## src/rtl/matrix_scan_driver.sv

```systemverilog
// Column-multiplexed LED matrix driver with a display buffer, optional
// column-by-column scroll-in on load, and frame-based blinking.
module matrix_scan_driver #(
  parameter int ROWS          = 7,
  parameter int COLS          = 5,
  parameter int SCAN_DIV      = 1000,
  parameter int SCROLL_FRAMES = 8,
  parameter int BLINK_FRAMES  = 25
) (
  input  logic                 clk,
  input  logic                 reset,
  input  logic [ROWS*COLS-1:0] map_in,
  input  logic                 load,
  input  logic                 mode_scroll,
  input  logic                 blink,
  input  logic                 enable,
  output logic                 busy,
  output logic [COLS-1:0]      col_sel,
  output logic [ROWS-1:0]      row_out,
  output logic                 frame_tick
);

  // state   | meaning
  // S_IDLE   | buffer static; loads accepted
  // S_SCROLL | shifting pending map in, one column per SCROLL_FRAMES frames

  localparam int PW = (SCAN_DIV > 1)      ? $clog2(SCAN_DIV)      : 1;
  localparam int CW = (COLS > 1)          ? $clog2(COLS)          : 1;
  localparam int SW = (SCROLL_FRAMES > 1) ? $clog2(SCROLL_FRAMES) : 1;
  localparam int BW = (BLINK_FRAMES > 1)  ? $clog2(BLINK_FRAMES)  : 1;

  localparam logic [PW-1:0] P_TC   = PW'(SCAN_DIV - 1);
  localparam logic [CW-1:0] C_LAST = CW'(COLS - 1);
  localparam logic [SW-1:0] S_TC   = SW'(SCROLL_FRAMES - 1);
  localparam logic [BW-1:0] B_TC   = BW'(BLINK_FRAMES - 1);

  typedef enum logic {
    S_IDLE   = 1'b0,
    S_SCROLL = 1'b1
  } state_t;

  state_t                 r_state;
  state_t                 w_state_nxt;

  logic [PW-1:0]          r_presc;
  logic [CW-1:0]          r_col;
  logic                   r_frame_tick;
  logic [BW-1:0]          r_bcnt;
  logic                   r_phase;
  logic [SW-1:0]          r_scnt;
  logic [CW-1:0]          r_k;
  logic [ROWS*COLS-1:0]   r_disp;
  logic [ROWS*COLS-1:0]   r_pending;
  logic [COLS-1:0]        r_col_sel;
  logic [ROWS-1:0]        r_row_out;

  logic                   w_presc_tc;
  logic                   w_load_imm;
  logic                   w_load_scroll;
  logic                   w_scroll_tick;
  logic                   w_shift;
  logic [ROWS*COLS-1:0]   w_disp_shifted;
  logic [COLS-1:0]        w_col_n;
  logic [ROWS-1:0]        w_row_sel;

  assign w_presc_tc = (r_presc == P_TC);

  // Scan timing: prescaler, column index and the frame pulse on index wrap
  always_ff @(posedge clk) begin
    if (reset) begin
      r_presc      <= '0;
      r_col        <= '0;
      r_frame_tick <= 1'b0;
    end else begin
      r_frame_tick <= 1'b0;
      if (w_presc_tc) begin
        r_presc <= '0;
        if (r_col == C_LAST) begin
          r_col        <= '0;
          r_frame_tick <= 1'b1;
        end else begin
          r_col <= r_col + CW'(1);
        end
      end else begin
        r_presc <= r_presc + PW'(1);
      end
    end
  end

  // Blink counter and phase are held clear while blink is low
  always_ff @(posedge clk) begin
    if (reset) begin
      r_bcnt  <= '0;
      r_phase <= 1'b0;
    end else if (!blink) begin
      r_bcnt  <= '0;
      r_phase <= 1'b0;
    end else if (r_frame_tick) begin
      if (r_bcnt == B_TC) begin
        r_bcnt  <= '0;
        r_phase <= ~r_phase;
      end else begin
        r_bcnt <= r_bcnt + BW'(1);
      end
    end
  end

  always_ff @(posedge clk) begin
    if (reset) begin
      r_state <= S_IDLE;
    end else begin
      r_state <= w_state_nxt;
    end
  end

  assign w_scroll_tick = (r_state == S_SCROLL) && r_frame_tick;

  always_comb begin
    w_state_nxt   = r_state;
    w_load_imm    = 1'b0;
    w_load_scroll = 1'b0;
    w_shift       = 1'b0;
    case (r_state)
      S_IDLE: begin
        if (load) begin
          if (mode_scroll) begin
            w_load_scroll = 1'b1;
            w_state_nxt   = S_SCROLL;
          end else begin
            w_load_imm = 1'b1;
          end
        end
      end
      S_SCROLL: begin
        if (w_scroll_tick && (r_scnt == S_TC)) begin
          w_shift = 1'b1;
          if (r_k == C_LAST) begin
            w_state_nxt = S_IDLE;
          end
        end
      end
      default: w_state_nxt = S_IDLE;
    endcase
  end

  // Buffer moves one column left; pending column k enters on the right
  always_comb begin
    w_disp_shifted = r_disp >> ROWS;
    for (int c = 0; c < COLS; c++) begin
      if (r_k == CW'(c)) begin
        w_disp_shifted[(COLS-1)*ROWS +: ROWS] = r_pending[c*ROWS +: ROWS];
      end
    end
  end

  always_ff @(posedge clk) begin
    if (reset) begin
      r_disp    <= '1;
      r_pending <= '1;
      r_k       <= '0;
      r_scnt    <= '0;
    end else begin
      if (w_load_imm) begin
        r_disp <= map_in;
      end
      if (w_load_scroll) begin
        r_pending <= map_in;
        r_k       <= '0;
        r_scnt    <= '0;
      end
      if (w_scroll_tick) begin
        r_scnt <= (r_scnt == S_TC) ? '0 : r_scnt + SW'(1);
      end
      if (w_shift) begin
        r_disp <= w_disp_shifted;
        r_k    <= r_k + CW'(1);
      end
    end
  end

  always_comb begin
    w_col_n   = '1;
    w_row_sel = '1;
    for (int c = 0; c < COLS; c++) begin
      if (r_col == CW'(c)) begin
        w_col_n[c] = 1'b0;
        w_row_sel  = r_disp[c*ROWS +: ROWS];
      end
    end
  end

  always_ff @(posedge clk) begin
    if (reset) begin
      r_col_sel <= '1;
      r_row_out <= '1;
    end else if (enable) begin
      r_col_sel <= w_col_n;
      r_row_out <= (blink && r_phase) ? '1 : w_row_sel;
    end else begin
      r_col_sel <= '1;
      r_row_out <= '1;
    end
  end

  assign busy       = (r_state == S_SCROLL);
  assign col_sel    = r_col_sel;
  assign row_out    = r_row_out;
  assign frame_tick = r_frame_tick;

endmodule
```

## config.mk

```make
export PLATFORM = sky130hd
export DESIGN_NAME = matrix_scan_driver
export DESIGN_NICKNAME = d
export VERILOG_FILES = /design/src/rtl/matrix_scan_driver.sv
export SDC_FILE = /design/constraint.sdc
export NUM_CORES = 1
export LEC_CHECK = 0
export BUFFER_PORTS_ARGS = -buffer_cell sky130_fd_sc_hd__buf_2
export CORE_ASPECT_RATIO = 1.1
export CORE_MARGIN = 2
export CORE_UTILIZATION = 58
export DETAILED_ROUTE_END_ITERATION = 8
export HOLD_SLACK_MARGIN = 0.08
export PLACE_DENSITY = 0.84
export RECOVER_POWER = 25
export SLEW_MARGIN = 20
export SYNTH_ARGS = -nofsm -noshare
export SYNTH_HDL_FRONTEND = slang
export SYNTH_SLANG_ARGS = --single-unit
```

## constraint.sdc

```tcl
create_clock -name clk -period 2.35 [get_ports clk]
set_clock_uncertainty 0.05 [all_clocks]
set_input_delay 0 -clock clk [delete_from_list [all_inputs] [get_ports clk]]
set_output_delay 0 -clock clk [all_outputs]
set_load 0.01 [all_outputs]
```

==> impl_metrics.csv <==
group,metric,value,unit
power,cellPowerDensity,619.2,nW/µm²
drt,drc,0,
die,die_h,102.4,µm
grt,grt_start_max_net_pins,67,
synth,yosysTopAreaCellShare,42.78,%
synth,ys_seq_area_share,42.78,%
timing,max_freq,503.7,MHz
placement,pre_cts_slack,0.4202,ns
timing,min_period,1.985,ns
worst_setup_path,critPathTopFamily,"simple AND/OR/NAND/NOR gates",
cells_and_area,stdcell_area,5971,µm²
power,p_int,2.781,mW
placement,placed_cell_area,5401,µm²
die,fp.coreArea,8452,µm²
synth,syn_inst,657,
drt,drt_iter0_markers,427,
cells_and_area,area_growth,17.05,%
worst_setup_path,setup.worst_path.end_class,"register",
synth,yosysUniqueCellTypes,37,
die,die_area,9562,µm²
synth,synth.most_common_cell,"nand2_1",
status,status,"finished clean",
cts,cts_root_buffer,"clkbuf_8",
synth,yosysTopAreaCell,"dfxtp_1",
worst_setup_path,cp_slowest_cell,"nor2_1",
synth,yosys-top-cells-area,"dfxtp_1 (43%), nand2_1 (13%), nand3b_1 (5.3%)",
synth,yosysWarnings,0,
die,core.rowCount,35,
placement,dp_hpwl,9122,µm
cells_and_area,drive_above_1_share,13.72,%
synth,netlist_area,5101,µm²
timing,maxSlewViolCount,0,
power,clkPwrFrac,34.1,%
synth,synth_ff_type,"dfxtp_1",
placement,routabilityCongestion,0.9371,
power,finalPower,3.697,mW
timing,finalSetupTns,0,ns
grt,grt_usage,29.15,%
power,pwr-share-comb,11.5,%
worst_setup_path,arrival,2.16,ns
cts,cts_tree,"built",
flow_run,drv_cap,0,
drt,vias,4803,
worst_setup_path,crit_buf_inv,0,
synth,async_flop_share,0,%
cts,path_clk_slew,0.10,ns
synth,synth_commonest_cells,"nand2_1 (176), dfxtp_1 (109), nor2_1 (56)",
cts,cts_buffers,9,
drt,routedWlPerCell,15.81,µm
timing,timing.final.crit_share,84.49,%
cts,post-cts-setup-buffers,0,
cells_and_area,instances_no_fill,840,
cts,hold_buffers,37,
die,dieWidth,93.42,µm
timing,rsz0062_at_grt,"no",
power,switching_power,0.9167,mW
worst_setup_path,crit_type,"reg2reg",
cells_and_area,num-nets-final,780,
worst_setup_path,cp_max_fo,9,
grt,antenna_found_initial,0,
placement,dpl.cell_count,787,
cells_and_area,antennaDiodeCount,0,
cells_and_area,fin_util,70.64,%
grt,grt_pass1_wl,21990,µm
drt,postRouteAntennaNets,0,
worst_setup_path,critPathMaxStageDelay,0.40,ns
cts,cts_sinks,109,
grt,overflow,0,
synth,synth_edf_count,0,
grt,first_global_vias,4414,
drt,drt-pass1-iter-count,5,
timing,relSlewSlack,58.96,%
cts,clk_path_buf_depth,2,
worst_setup_path,critical_path_required,2.52,ns
worst_setup_path,cp_common_cell,"ha_1",
cts,postCtsResizedCells,0,
power,peakVddDrop,391.5,µV
cts,insertion_delay,0.36,ns
worst_setup_path,critPathLaunchType,"register",
power,seqPwrFrac,54.4,%
cts,htree_levels,3,
timing,setup_violations,0,
timing,hold_violations,0,
timing,tightest_slew,0.6157,ns
synth,avgSynthCellArea,7.764,µm²
min_path,hold_path_class,"in2reg",
timing,whs,0.1064,ns
synth,synth-seq-cells,109,
drt,via_per_inst,5.718,
placement,io_buffer_count,54,
die,pin_count,55,
timing,fin_ws,0.3645,ns
worst_setup_path,cp_cell_sequence,"ha_1, ha_1, nor2_1, o311ai_0, a22oi_1, nand2_1",
power,swShare,24.79,%
synth,synth_nets,713,
power,power_leakage,2.553,nW
drt,drt_wl_total,13280,µm
die,initial_core_util,60.36,%
cell type report:
type | count | area, µm²
Fill cell | 688 | 2481
Timing Repair Buffer | 100 | 694.4
Sequential cell | 109 | 2182
Inverter | 16 | 60.06
Multi-Input combinational cell | 488 | 2670
Clock buffer | 11 | 141.4
Tap cell | 111 | 138.9
Clock inverter | 5 | 83.83
layout by cell type (no fill, tap or decap), types with 6 or more instances in the layout:
master and instances:
xor2_1 7, or2_2 28, a22oi_1 8, o311ai_0 7, nand2_1 176, nor3b_1 8
ha_1 15, nor2b_1 9, xnor2_1 6, nor2_1 56, nand3b_1 36, inv_1 16
clkbuf_8 10, clkbuf_1 16, a21oi_1 26, o21ai_0 22, dfxtp_1 109, dlygate4sd3_1 37
nand2b_1 11, a31oi_1 37, buf_2 42
cells by family (layout without fill, tap and decap cells):
family | Yosys count | in the layout | synth area share [%]
multiplexers | 8 | 8 | 1.889
flip-flops | 109 | 109 | 42.78
AND/OR/NAND/NOR | 349 | 349 | 32.50
AO/OA/AOI/OAI | 103 | 103 | 11.95
adder cells (fa/ha/maj) | 15 | 15 | 3.679
XOR/XNOR | 13 | 13 | 2.232
buffers and inverters | 60 | 132 | 4.979
routing by layer:
| metal | track usage (%) | share of wire (%) |
|---|---|---|
| met1 | 39.83 | 43 |
| met2 | 47.04 | 46 |
| met3 | 5.457 | 7.6 |
| met4 | 9.163 | 2.8 |
| met5 | 0 | 0 |
sequential cells by signal, indices dropped and copies added (netlist names):
| register | cells |
|---|---|
| r_disp | 35 |
| r_pending | 35 |
| r_presc | 10 |
| row_out | 7 |
| col_sel | 5 |
| r_bcnt | 5 |
| r_col | 3 |
| r_k | 3 |
| r_scnt | 3 |
| busy | 1 |
| frame_tick | 1 |
| r_phase | 1 |
worst register-to-register path, delay by kind of cell (launching register included):
family / cells / cell delay (ns)
fa+ha+maj: 2 / 0.49
compound gates: 2 / 0.48
flops: 1 / 0.34
simple gates: 2 / 0.50
power groups by stage:
| stage | Clock, mW | Sequential, mW | Combinational [mW] |
|---|---|---|---|
| final | 1.26 | 2.01 | 0.425 |
| after global routing | 1.35 | 2.02 | 0.472 |
| after CTS | 1.27 | 2.01 | 0.419 |
| after detailed placement | 0 | 2.05 | 0.371 |
| after global placement | 0 | 2.05 | 0.358 |
| after floorplan | 0 | 2.02 | 0.263 |
worst paths after layout:
| check | from | to | cells after the start | slack [ns] |
|---|---|---|---|---|
| max | r_col[0]$_SDFFE_PP0N_ | row_out[2]$_SDFF_PP1_ | 6 | 0.36 |
| min | reset | r_presc[2]$_SDFF_PP0_ | 2 | 0.11 |
| max reg2reg | r_col[0]$_SDFFE_PP0N_ | row_out[2]$_SDFF_PP1_ | 6 | 0.36 |
| min reg2reg | r_presc[0]$_SDFF_PP0_ | r_presc[0]$_SDFF_PP0_ | 1 | 0.41 |
No activity file was read; power rests on OpenSTA's default activity.
